## src/rtl/ai_unit_arbiter.sv

```systemverilog
// Round-robin arbiter sharing one multi-cycle AI execution unit between two
// requesters, with start/done sequencing, a timeout watchdog and a tagged response channel.
module ai_unit_arbiter #(
    parameter int unsigned TIMEOUT_CYCLES = 64,
    parameter int unsigned CNT_W          = 16
) (
    input  logic        clk,
    input  logic        reset,
    input  logic        req0_valid,
    output logic        req0_ready,
    input  logic [2:0]  req0_opcode,
    input  logic [31:0] req0_a,
    input  logic [31:0] req0_b,
    input  logic [4:0]  req0_rd,
    input  logic        req1_valid,
    output logic        req1_ready,
    input  logic [2:0]  req1_opcode,
    input  logic [31:0] req1_a,
    input  logic [31:0] req1_b,
    input  logic [4:0]  req1_rd,
    output logic        unit_start,
    output logic [2:0]  unit_opcode,
    output logic [31:0] unit_a,
    output logic [31:0] unit_b,
    input  logic        unit_done,
    input  logic [31:0] unit_result,
    output logic        rsp_valid,
    input  logic        rsp_ready,
    output logic        rsp_port,
    output logic [4:0]  rsp_rd,
    output logic [31:0] rsp_result,
    output logic        rsp_error,
    output logic        busy
);

    typedef enum logic [1:0] {
        IDLE  = 2'd0,
        ISSUE = 2'd1,
        WAIT  = 2'd2,
        RESP  = 2'd3
    } state_t;

    state_t           state;
    state_t           state_nxt;
    logic             last_grant;
    logic             grant;
    logic             accept;
    logic             timeout;
    logic [CNT_W-1:0] wd_cnt;

    // Contested cycles go to the port that did not win last; otherwise the lone requester.
    always_comb begin
        grant = 1'b0;
        if (req0_valid && req1_valid)
            grant = ~last_grant;
        else if (req1_valid)
            grant = 1'b1;
    end

    assign timeout = (wd_cnt == CNT_W'(TIMEOUT_CYCLES - 1));

    always_ff @(posedge clk or negedge reset) begin
        if (!reset)
            state <= IDLE;
        else
            state <= state_nxt;
    end

    // Handshake outputs are gated by reset so they drop the moment reset asserts.
    always_comb begin
        state_nxt  = state;
        accept     = 1'b0;
        req0_ready = 1'b0;
        req1_ready = 1'b0;
        unit_start = 1'b0;
        rsp_valid  = 1'b0;
        busy       = 1'b0;
        case (state)
            IDLE: begin
                accept     = reset && (req0_valid || req1_valid);
                req0_ready = accept && !grant;
                req1_ready = accept && grant;
                if (accept)
                    state_nxt = ISSUE;
            end
            ISSUE: begin
                busy       = reset;
                unit_start = reset;
                state_nxt  = WAIT;
            end
            WAIT: begin
                busy = reset;
                if (unit_done || timeout)
                    state_nxt = RESP;
            end
            RESP: begin
                busy      = reset;
                rsp_valid = reset;
                if (rsp_ready)
                    state_nxt = IDLE;
            end
            default: state_nxt = IDLE;
        endcase
    end

    always_ff @(posedge clk or negedge reset) begin
        if (!reset) begin
            last_grant  <= 1'b1;
            unit_opcode <= '0;
            unit_a      <= '0;
            unit_b      <= '0;
            rsp_port    <= 1'b0;
            rsp_rd      <= '0;
            rsp_result  <= '0;
            rsp_error   <= 1'b0;
            wd_cnt      <= '0;
        end else begin
            case (state)
                IDLE: begin
                    if (accept) begin
                        last_grant  <= grant;
                        rsp_port    <= grant;
                        unit_opcode <= grant ? req1_opcode : req0_opcode;
                        unit_a      <= grant ? req1_a      : req0_a;
                        unit_b      <= grant ? req1_b      : req0_b;
                        rsp_rd      <= grant ? req1_rd     : req0_rd;
                    end
                end
                ISSUE: wd_cnt <= '0;
                WAIT: begin
                    // A completion in the timeout cycle takes priority over the error.
                    if (unit_done) begin
                        rsp_result <= unit_result;
                        rsp_error  <= 1'b0;
                    end else if (timeout) begin
                        rsp_result <= '0;
                        rsp_error  <= 1'b1;
                    end else begin
                        wd_cnt <= wd_cnt + 1'b1;
                    end
                end
                default: ;
            endcase
        end
    end

endmodule

```

## config.mk

```make
export PLATFORM = sky130hd
export DESIGN_NAME = ai_unit_arbiter
export DESIGN_NICKNAME = d
export VERILOG_FILES = /design/src/rtl/ai_unit_arbiter.sv
export SDC_FILE = /design/constraint.sdc
export NUM_CORES = 1
export LEC_CHECK = 0
export ABC_AREA = 1
export CORE_UTILIZATION = 40
export CTS_CLUSTER_SIZE = 30
export DETAILED_ROUTE_END_ITERATION = 6
export PLACE_DENSITY = 0.81
export SYNTH_ARGS = -nofsm -noshare
export SYNTH_HDL_FRONTEND = slang
export SYNTH_SLANG_ARGS = --single-unit
```

## constraint.sdc

```tcl
create_clock -name clk -period 1.76 [get_ports clk]
set_input_delay 0.352 -clock clk [delete_from_list [all_inputs] [get_ports clk]]
set_output_delay 0.352 -clock clk [all_outputs]
set_load 0.02 [all_outputs]
```

# [Word level (Yosys, flattened, before mapping)]
# Cells that the tools add are included.
# Widths: inputs -> output; s select.
[op_classes] add_sub_neg=1 eq_ne=9 muxes=23 bitwise_logic=1 n_reduce_logical=15
[op_table] op="$mux 32" n=4
[op_table] op="$mux 16" n=2
[op_table] op="$pmux 16 s2" n=1
[op_table] op="$add 16x1->16 const B" n=1
[op_table] op="$eq 16x6->1 const B" n=1
[op_table] op="$mux 1" n=10
[op_table] op="$ne 2x2->1 const B" n=5
[op_table] op="$pmux 2 s4" n=1
[op_table] op="$mux 2" n=3
[op_table] op="$reduce_and 3->1" n=2
[op_table] op="$mux 5" n=1
[op_table] op="$eq 2x2->1 const B" n=2
[op_table] op="$logic_and 1x1->1" n=4
[op_table] op="$reduce_and 2->1" n=2
[op_table] op="$reduce_bool 2->1" n=2
[op_table] op="$mux 3" n=1
[op_table] op="$reduce_or 3->1" n=1
[op_table] op="$eq 2x1->1 const B" n=1
[op_table] op="$logic_not 2->1" n=1
[op_table] op="$logic_or 1x1->1" n=2
[op_table] op="$logic_not 1->1" n=1
[op_table] op="$not 1->1" n=1
[word_totals] register_bits=125 input_bits=182 out_inout_bits=111 word_cells=59

# [Logic depth before layout (Yosys ltp)]
# Gate-level depths: netlist (run 1).
[depth] word_depth=5 mapped_depth=10 depth_no_buf=9

# [Worst setup path after synthesis (run 1)]
# OpenSTA, ideal clock, no wires.
[synth_timing] kind="register to output" from="reg state[0]" to="out req0_ready" arrival_ps=1292 required_time_ps=1408 path_slack_ps=116 stages_incl_launch_ff=8 path_buffers=1 cell_sequence="dfrtp_1 > inv_1 > ha_1 > inv_1 > nor2_1 > inv_1 > a21oi_4 > buf_2"
[synth_via] elab_chain_len=2
[synth_lines] item="start, declared" line="43" text="state_t state;"
[synth_lines] item="start signal, assigned" line="66" text="state <= state_nxt;"
[synth_lines] item="$logic_not 2->1" line="78" text="case (state)"
[synth_lines] item="$mux 1" line="78"
[synth_lines] item="end, declared" line="10" text="output logic req0_ready,"
# No other way between the ends.

# [Worst setup path after layout (run 1)]
# Same ends and word-level chain as after synthesis.

==> flow_metrics.tcl, run 1 <==
set metrics [dict create \
    status "finished with violations" \
    violations "negative setup slack" \
    finalCritPeriodShare 1.05 \
    worstSkewPairLatency_ns 0.41 \
    dr.pass1.iters 5 \
    synthToLayoutAreaGrowth_pct 73.2 \
    max_freq_mhz 542 \
    rsz0062_at_grt "yes" \
    setup_ws_ns -0.0867 \
    multiInputGateArea_sq_um 2370 \
    grt_pass1_vias 5648 \
    layout_min_cycle_time_ns 1.85 \
    drive_gt1_frac 0.0979 \
    cpPeakStageDelay_ns 0.38 \
    crit_arrival_ns 1.49 \
    synth_seq_area_share 0.555 \
    num_antenna_cells 0 \
    start_kind "flip-flop" \
    row_count 43 \
    viasPerCell 5.11 \
    final_antenna_net_count 0 \
    regArea_sq_um 3130 \
    met2_usage 0.434 \
    pin_count 293 \
    drc 0 \
    crit_top_cell "inv_2" \
    core_sq_um 13800 \
    synth-edff-count 0 \
    async_reset_ff_frac 1.00 \
    slew_headroom 0.459 \
    grt_usage 0.256 \
    port_buffers 292 \
    yosys.area.top_type "dfrtp_1" \
    cts_tree "yes" \
    start_util 0.408 \
    grt_max_degree 68 \
    power_density_nw_per_um2 1550 \
    grtUsageMet3 0.0769 \
    grt_overflow_total 0 \
    fin_nets 1167 \
    grt_pass1_wl_microns 28500 \
    fillerInstances 1061 \
    synthTopCellsByArea "dfrtp_1, nand2_1, a22oi_1" \
    synthCells 659 \
    wl_per_cell_microns 16.7 \
    worst_ir_drop_vdd_v 0.000733 \
    endpoint_kind "output port" \
    drt-initial-drc-count 481 \
    synth_top_area_share 0.550 \
    ys_ff_latch 125 \
    dpl_worst_slack_ns -0.435 \
    hold_ws_ns 0.262 \
    path_cells "inv_2 -> ha_4 -> inv_2 -> nor2_4 -> inv_4 -> a21oi_4 -> buf_6" \
    syn_nets 847 \
    hpwl_microns 13100 \
    h-tree-depth 4 \
    slew_viol_final 0 \
    required_ns 1.41 \
    worst-setup-path-type "reg2out" \
    hold_path.class "in2async" \
    dieArea_sq_um 14600 \
    grt.busiest_layer "met2" \
    avgSynthCellArea_sq_um 8.56 \
    crit_fanout 4 \
    synth_most_common_cell "nand2_1" \
    cap_viol_max_count 0 \
    antenna_found_initial 0 \
    setup_violations 3 \
    place.gp.congestion 0.873 \
    wirelength_microns 19500 \
    netlist_area_sq_um 5640 \
    clock_sink_count 125 \
    tightest_slew_ns 0.811 \
    cts_made_buffers 17 \
    yosys_warnings 0 \
    fp.dieW_microns 121 \
    synth_ff_type "dfrtp_1" \
    synth_commonest_cells "nand2_1, dfrtp_1, a22oi_1" \
    power_leakage_nw 4.86 \
    synth_cell_types 25 \
    clock_path_buffers 2 \
    clockRootBuffer "clkbuf_16" \
    use_met1 0.289 \
    hold_viol_final 0 \
    cpMaxStageDelayCell "dfrtp_1" \
    clk_transition_reported_paths_ns 0.06 \
    fp.dieH_microns 121 \
    fin_skew_ns 0.00887 \
    vias 5978 \
]
layout make-up:
class                      count  share of cell area
multi-input combinational    473               0.243
timing repair buffer         334               0.345
inverter                      28              0.0110
tap                          180              0.0230
clock buffer                  26              0.0521
sequential                   125               0.320
clock inverter                 5             0.00576
final timing paths:
| kind | end | cells past startpoint | startpoint | slack (ns) |
|---|---|---|---|---|
| setup / recovery | req0_ready | 7 | state[0]$_DFFE_PN0P_ | -0.09 |
| hold / removal | rsp_port$_DFFE_PN0P_ | 3 | reset | 0.26 |
| setup reg to reg | wd_cnt[5]$_DFFE_PN0P_ | 10 | state[0]$_DFFE_PN0P_ | 0.03 |
| hold reg to reg | last_grant$_DFFE_PN1P_ | 2 | last_grant$_DFFE_PN1P_ | 0.48 |
| max in group asynchronous | unit_opcode[2]$_DFFE_PN0P_ | 3 | reset | 0.94 |
| min in group clk | unit_b[12]$_DFFE_PN0P_ | 3 | req0_b[12] | 0.47 |
layer usage:
layer,part of all wire,vias to the layer above,routed length [microns]
met2,0.50,296,9800
met5,0,-,0
met4,0.046,0,891
li1,-,2824,-
met3,0.078,65,1520
met1,0.37,2793,7310
power by group:
part	internal [mW]	switching (mW)	leakage [nW]
Clock	2.12	1.21	0.276
Sequential	4.05	0.603	1.59
Combinational	3.25	3.88	3.00
Total	9.42	5.69	4.86
critical path, delay by kind of cell, from the launching register on:
kind,cells,cell delay [ns]
DFF,1,0.38
buffers and inverters,4,0.31
adders and majority gates,1,0.15
AOI/OAI and AO/OA,1,0.13
and+or+nand+nor,1,0.10
stage by stage:
step | TNS [ns] | total power, mW | cells | area [sq um] | utilization
after floorplan | 0 | 8.08 | 659 | 5640 | -
after detailed placement | -23.80 | 11.7 | 1132 | 8950 | 0.647
after CTS | -0.226 | 14.9 | 1166 | 9540 | 0.690
after global routing | -0.519 | 15.9 | 1171 | 9770 | 0.707
after global placement | -21.90 | 11.6 | 1132 | 8950 | 0.647
final | -0.116 | 15.1 | 1171 | 9770 | 0.707
what timing repair did:
item	in CTS	in global routing
gates cloned	1	3
setup endpoints to repair	114	111
pin swaps	4	4
endpoints found under the hold margin	3	0
hold buffers	1	0
resized for setup	70	41
buffers inserted	1	2
flip-flops by register name, summed over array words and instances (netlist names):
register,cells
unit_b,32
rsp_rd,5
rsp_error,1
last_grant,1
unit_opcode,3
unit_a,32
state,2
wd_cnt,16
rsp_port,1
rsp_result,32
cells in the final DEF, fill, tap and decap left out, types with 3 or more instances in the layout:
cell and instances:
nor2_4 4, nand3_1 53, clkbuf_8 5, inv_2 3, dlygate4sd2_1 33, clkdlybuf4s50_1 230
buf_12 3, ha_4 4, nor2_1 26, nand4_1 5, buf_6 5, o21ai_0 14
dlymetal6s2s_1 23, nand2_2 3, buf_4 35, clkbuf_1 4, clkbuf_16 19, nand2_1 274
inv_1 24, a22oi_1 71, dfrtp_1 124
kinds of logic (layout without fill, tap and decap cells):
kind of cell | after synthesis | in the layout | share of synthesized area
AOI/OAI and AO/OA | 94 | 96 | 0.119
xor gates and xnor gates | 1 | 1 | 0.00155
adders and majority gates | 6 | 6 | 0.0133
buffers and inverters | 63 | 393 | 0.0486
DFF | 125 | 125 | 0.555
and+or+nand+nor | 370 | 370 | 0.263
Power figures use the tool's default switching activity.
==> run 2: changes to the inputs <==
--- a/config.mk
+++ b/config.mk
@@ -6,10 +6,9 @@
 export NUM_CORES = 1
 export LEC_CHECK = 0
 export ABC_AREA = 1
-export CORE_UTILIZATION = 40
+export CORE_UTILIZATION = 30
 export CTS_CLUSTER_SIZE = 30
 export DETAILED_ROUTE_END_ITERATION = 6
-export PLACE_DENSITY = 0.81
 export SYNTH_ARGS = -nofsm -noshare
 export SYNTH_HDL_FRONTEND = slang
 export SYNTH_SLANG_ARGS = --single-unit
==> run 2 against run 1 <==
Compared with the run above: the run ends with design-rule violations, negative setup slack left; sequential power about the same; hold slack lost 0.17 ns; sequential share of layout area increased by 0.099 points; critical path depth did not move; register-to-register slack improved by 0.06 ns; flip-flop and latch count unchanged; clock power grew 3%; highest routed layer is now met5; final cell count rose by 3.8%; critical endpoint unchanged; setup slack better by 0.0045 ns; first-iteration DRC count shrank 49%; final area decreased by 0.31%.
==> flow_metrics.tcl, run 2 (synthesized netlist as in run 1, its figures left out) <==
set metrics [dict create \
    hpwl_microns 14200 \
    start_util 0.310 \
    slew_viol_final 0 \
    cpPeakStageDelay_ns 0.39 \
    max_freq_mhz 543 \
    final_antenna_net_count 0 \
    dr.pass1.iters 7 \
    crit_cells 7 \
    hold_path.class "in2async" \
    num_antenna_cells 0 \
    cap_viol_max_count 0 \
    path_cells "inv_2 -> ha_4 -> inv_2 -> nor2_2 -> inv_2 -> a21oi_4 -> buf_6" \
    layout_commonest_cell "nand2_1" \
    synthToLayoutAreaGrowth_pct 72.7 \
    crit_end "req0_ready" \
    cts_tree "yes" \
    grt_usage 0.207 \
    worstSkewPairLatency_ns 0.42 \
    power_density_nw_per_um2 1520 \
    required_ns 1.41 \
    crit_top_cell "inv_2" \
    status "finished with violations" \
    clockRootBuffer "clkbuf_16" \
    row_count 49 \
    rr_worst_depth 11 \
    worst_ir_drop_vdd_v 0.000725 \
    fillerInstances 1743 \
    violations "design-rule violations, negative setup slack" \
    fp.dieW_microns 139 \
    fin_skew_ns 0.00562 \
    finalCritPeriodShare 1.05 \
    place.gp.congestion 0.829 \
    vias 5643 \
    path_delay_family "flip-flops" \
    viasPerCell 4.64 \
    antenna_found_initial 2 \
    h-tree-depth 4 \
    fin_nets 1162 \
    hold_viol_final 0 \
    drc 12 \
    setup_ws_ns -0.0821 \
    rrSetupSlack_ns 0.09 \
    drt-initial-drc-count 247 \
    slew_headroom 0.477 \
    mostFrequentLayoutCells "nand2_1, clkdlybuf4s50_1, dfrtp_1, a22oi_1, dlygate4sd2_1" \
    fp.dieH_microns 139 \
    drive_gt1_frac 0.0963 \
    endpoint_kind "output port" \
    rsz0062_at_grt "yes" \
    r2r_end "unit_opcode[0]$_DFFE_PN0P_" \
    wl_per_cell_microns 16.6 \
    crit_fanout 3 \
    dpl_worst_slack_ns -0.487 \
    worst-setup-path-type "reg2out" \
    power_leakage_nw 4.98 \
    cpMaxStageDelayCell "dfrtp_1" \
    grt_overflow_total 0 \
    core_sq_um 18200 \
    wirelength_microns 20100 \
    largestRegisters "rsp_result x32, unit_a x32, unit_b x32" \
    grt_max_degree 73 \
    port_buffers 292 \
    dieArea_sq_um 19400 \
    r2r-start "state[0]$_DFFE_PN0P_" \
    cts_made_buffers 17 \
    grt_pass1_vias 5515 \
    setup_violations 2 \
    grt_pass1_wl_microns 30500 \
    crit_arrival_ns 1.49 \
    clock_sink_count 125 \
    layout_min_cycle_time_ns 1.84 \
    crit_start "state[0]$_DFFE_PN0P_" \
    power_mw 14.8 \
    start_kind "flip-flop" \
    pin_count 293 \
    path_buf_inv 4 \
    clk_transition_reported_paths_ns 0.06 \
    clock_path_buffers 2 \
    tightest_slew_ns 0.784 \
]
==> run 2: how the worst min path moves through the flow <==
stage	startpoint	endpoint	slack [ns]	cells past startpoint
floorplan	reset	rsp_error$_DFFE_PN0P_	0.06	0
global placement	reset	unit_b[3]$_DFFE_PN0P_	0.45	3
detailed placement	reset	unit_b[10]$_DFFE_PN0P_	0.44	3
CTS	reset	wd_cnt[3]$_DFFE_PN0P_	0.13	2
global route	reset	wd_cnt[3]$_DFFE_PN0P_	0.16	2
finish	reset	wd_cnt[3]$_DFFE_PN0P_	0.1	2
==> run 2: power by group <==
part           internal [mW]  switching [mW]  leakage [nW]
combinational           2.99            3.79          3.12
clock                   2.11            1.31         0.269
sequential              4.05           0.590          1.59
total                   9.14            5.69          4.98
==> run 2: area by class of cell <==
type,count,area [sq um],area share
Multi-Input combinational cell,471,2330,0.239
Clock buffer,21,450,0.0462
Timing Repair Buffer,331,3330,0.341
Clock inverter,11,119,0.0122
Inverter,28,105,0.0108
Sequential cell,125,3130,0.321
Tap cell,229,287,0.0294
==> run 2: through the flow <==
stage / utilization / area, sq um / std cells / TNS, ns / hold slack (ns)
after floorplan: - / 5640 / 659 / 0 / 0.0564
after global routing: 0.535 / 9740 / 1216 / -0.453 / 0.157
final: 0.535 / 9740 / 1216 / -0.145 / 0.0952
after global placement: 0.492 / 8960 / 1176 / -34.96 / 0.449
after detailed placement: 0.492 / 8960 / 1176 / -33.74 / 0.440
after CTS: 0.522 / 9510 / 1211 / -0.321 / 0.130
==> run 2: repair_timing <==
item / 4_1_cts / 5_1_grt
gates resized for setup: 106 / 50
buffers inserted: 2 / 3
endpoints found under the setup margin: 144 / 118
pin swaps: 4 / 3
endpoints found under the hold margin: 10 / 0
hold buffers: 1 / 0
gates cloned: 0 / 2
==> run 2: metal layers <==
layer / routed length [microns] / track usage / vias to the layer above
met1: 7840 / 0.233 / 2601
met5: 30 / 0 / -
met3: 1850 / 0.0891 / 32
met4: 358 / 0.0749 / 4
li1: - / - / 2806
met2: 10100 / 0.348 / 200
==> run 3: changes to the inputs <==
--- a/config.mk
+++ b/config.mk
@@ -9,6 +9,7 @@
 export CORE_UTILIZATION = 30
 export CTS_CLUSTER_SIZE = 30
 export DETAILED_ROUTE_END_ITERATION = 6
+export SKIP_CTS_REPAIR_TIMING = 1
 export SYNTH_ARGS = -nofsm -noshare
 export SYNTH_HDL_FRONTEND = slang
 export SYNTH_SLANG_ARGS = --single-unit
==> run 3 against run 2 <==
Compared with the run above: the flow still finishes with violations (design-rule violations, negative setup slack); hold slack got worse by 0.087 ns; maximum frequency decreased by 2.5%; clock-buffer cell count unchanged; clock power barely moved; via count fell by 1.4%; power rose by 1.7%; combinational power up 4.0%; sequential power about the same; register-to-register slack worse by 0.10 ns; first-iteration DRC count increased by 22%.
==> flow_metrics.tcl, run 3 (synthesized netlist as in run 1, its figures left out) <==
set metrics [dict create \
    status "finished with violations" \
    violations "design-rule violations, negative setup slack" \
    crit_end "req0_ready" \
    hold_viol_final 0 \
    fin_skew_ns 0.00511 \
    grt_usage 0.206 \
    synthToLayoutAreaGrowth_pct 75.1 \
    fin_nets 1156 \
    dpl_worst_slack_ns -0.487 \
    h-tree-depth 4 \
    viasPerCell 4.60 \
    place_area_sq_um 8960 \
    worst-setup-path-type "reg2out" \
    start_util 0.310 \
    power_density_nw_per_um2 1530 \
    clock_path_buffers 2 \
    worst_ir_drop_vdd_v 0.000683 \
    cts_made_buffers 17 \
    use_met1 0.234 \
    slew_headroom 0.471 \
    grt_pass1_vias 5461 \
    grt.busiest_layer "met2" \
    path_delay_family "flip-flops" \
    grt_overflow_total 0 \
    r2r_end "unit_a[18]$_DFFE_PN0P_" \
    grt_max_degree 73 \
    row_count 49 \
    cpPeakStageDelay_ns 0.39 \
    vias 5564 \
    power_mw 15.1 \
    slew_viol_final 0 \
    cap_viol_max_count 0 \
    grtUsageMet3 0.0887 \
    crit_top_cell "inv_2" \
    place.gp.congestion 0.829 \
    drive_gt1_frac 0.0917 \
    pin_count 293 \
    largestRegisters "rsp_result x32, unit_a x32, unit_b x32" \
    fin_cells 1210 \
    fp.dieW_microns 139 \
    start_kind "flip-flop" \
    layout_min_cycle_time_ns 1.89 \
    met2_usage 0.344 \
    crit_start "state[0]$_DFFE_PN0P_" \
    rrSetupSlack_ns -0.01 \
    grt_pass1_wl_microns 30300 \
    crit_cells 7 \
    finalCritPeriodShare 1.07 \
    hpwl_microns 14200 \
    fillerInstances 1697 \
    fp.dieH_microns 139 \
    clk_transition_reported_paths_ns 0.06 \
    hold_path.class "in2async" \
    multiInputGateArea_sq_um 2330 \
    drc 13 \
    regArea_sq_um 3130 \
    cts_tree "yes" \
    cpMaxStageDelayCell "dfrtp_1" \
    layout_commonest_cell "nand2_1" \
    clockRootBuffer "clkbuf_16" \
    tightest_slew_ns 0.793 \
    mostFrequentLayoutCells "nand2_1, clkdlybuf4s50_1, dfrtp_1, dlymetal6s2s_1, a22oi_1" \
    worstSkewPairLatency_ns 0.42 \
    power_leakage_nw 5.59 \
    wl_per_cell_microns 16.4 \
    num_antenna_cells 0 \
    clock_sink_count 125 \
    r2r-start "state[0]$_DFFE_PN0P_" \
    port_buffers 292 \
    core_sq_um 18200 \
    max_freq_mhz 529 \
    dieArea_sq_um 19400 \
    drt-initial-drc-count 301 \
    crit_arrival_ns 1.54 \
    rr_worst_depth 8 \
    dp_cells 1176 \
    crit_fanout 4 \
    dr.pass1.iters 7 \
    path_cells "inv_2 -> ha_4 -> inv_2 -> nor2_2 -> inv_2 -> a21oi_4 -> buf_6" \
    final_antenna_net_count 0 \
    setup_violations 49 \
    required_ns 1.41 \
    path_buf_inv 4 \
    antenna_found_initial 2 \
    finalInstanceArea_sq_um 9880 \
    setup_ws_ns -0.129 \
    wirelength_microns 19800 \
    rsz0062_at_grt "yes" \
    endpoint_kind "output port" \
]
## run 3: cell count changes in the layout (fill, tap and decap cells not counted)
cell and change:
dlygate4sd2_1 -67, clkbuf_8 +1, buf_6 +1, dlymetal6s2s_1 +67
clkbuf_16 -2, buf_12 +1, buf_4 -2, buf_16 -2
dlygate4sd3_1 -1, buf_8 -2
## run 3: layout make-up
class	instances	share of cell area
Clock buffer	21	0.0456
Clock inverter	11	0.0120
Inverter	28	0.0106
Multi-Input combinational cell	471	0.236
Sequential cell	125	0.317
Tap cell	229	0.0290
Timing Repair Buffer	325	0.350
## run 3: worst min-delay path: stages
cell and delay, ns:
buf_6 0.09, buf_4 0.13, buf_4 0.20
## run 3: power breakdown
part	leakage (nW)	internal (mW)	switching (mW)
registers	1.59	4.05	0.587
logic	3.74	3.29	3.76
clock network	0.269	2.11	1.30
total	5.59	9.44	5.64
## run 3: layer usage
metal | share of wire | vias up
met5 | 0.0015 | -
met4 | 0.018 | 4
met3 | 0.090 | 26
met2 | 0.49 | 182
met1 | 0.40 | 2558
li1 | - | 2794
## run 3: worst min-delay path by stage
stage                     startpoint                      to  slack, ns  cells past startpoint
after floorplan                reset   rsp_error$_DFFE_PN0P_       0.06                      0
after global placement         reset   unit_b[3]$_DFFE_PN0P_       0.45                      3
after detailed placement       reset  unit_b[10]$_DFFE_PN0P_       0.44                      3
after CTS                      reset  unit_b[10]$_DFFE_PN0P_      -0.02                      3
after global routing           reset  unit_b[21]$_DFFE_PN0P_      0.002                      3
final                          reset  unit_b[10]$_DFFE_PN0P_      0.008                      3
## run 3: metrics by stage
stage | hold WS, ns | TNS (ns) | util
after global routing | 0.00249 | -9.33 | 0.543
after floorplan | 0.0564 | 0 | -
after CTS | -0.0168 | -17.70 | 0.523
after detailed placement | 0.440 | -33.74 | 0.492
final | 0.00782 | -0.725 | 0.543
after global placement | 0.449 | -34.96 | 0.492
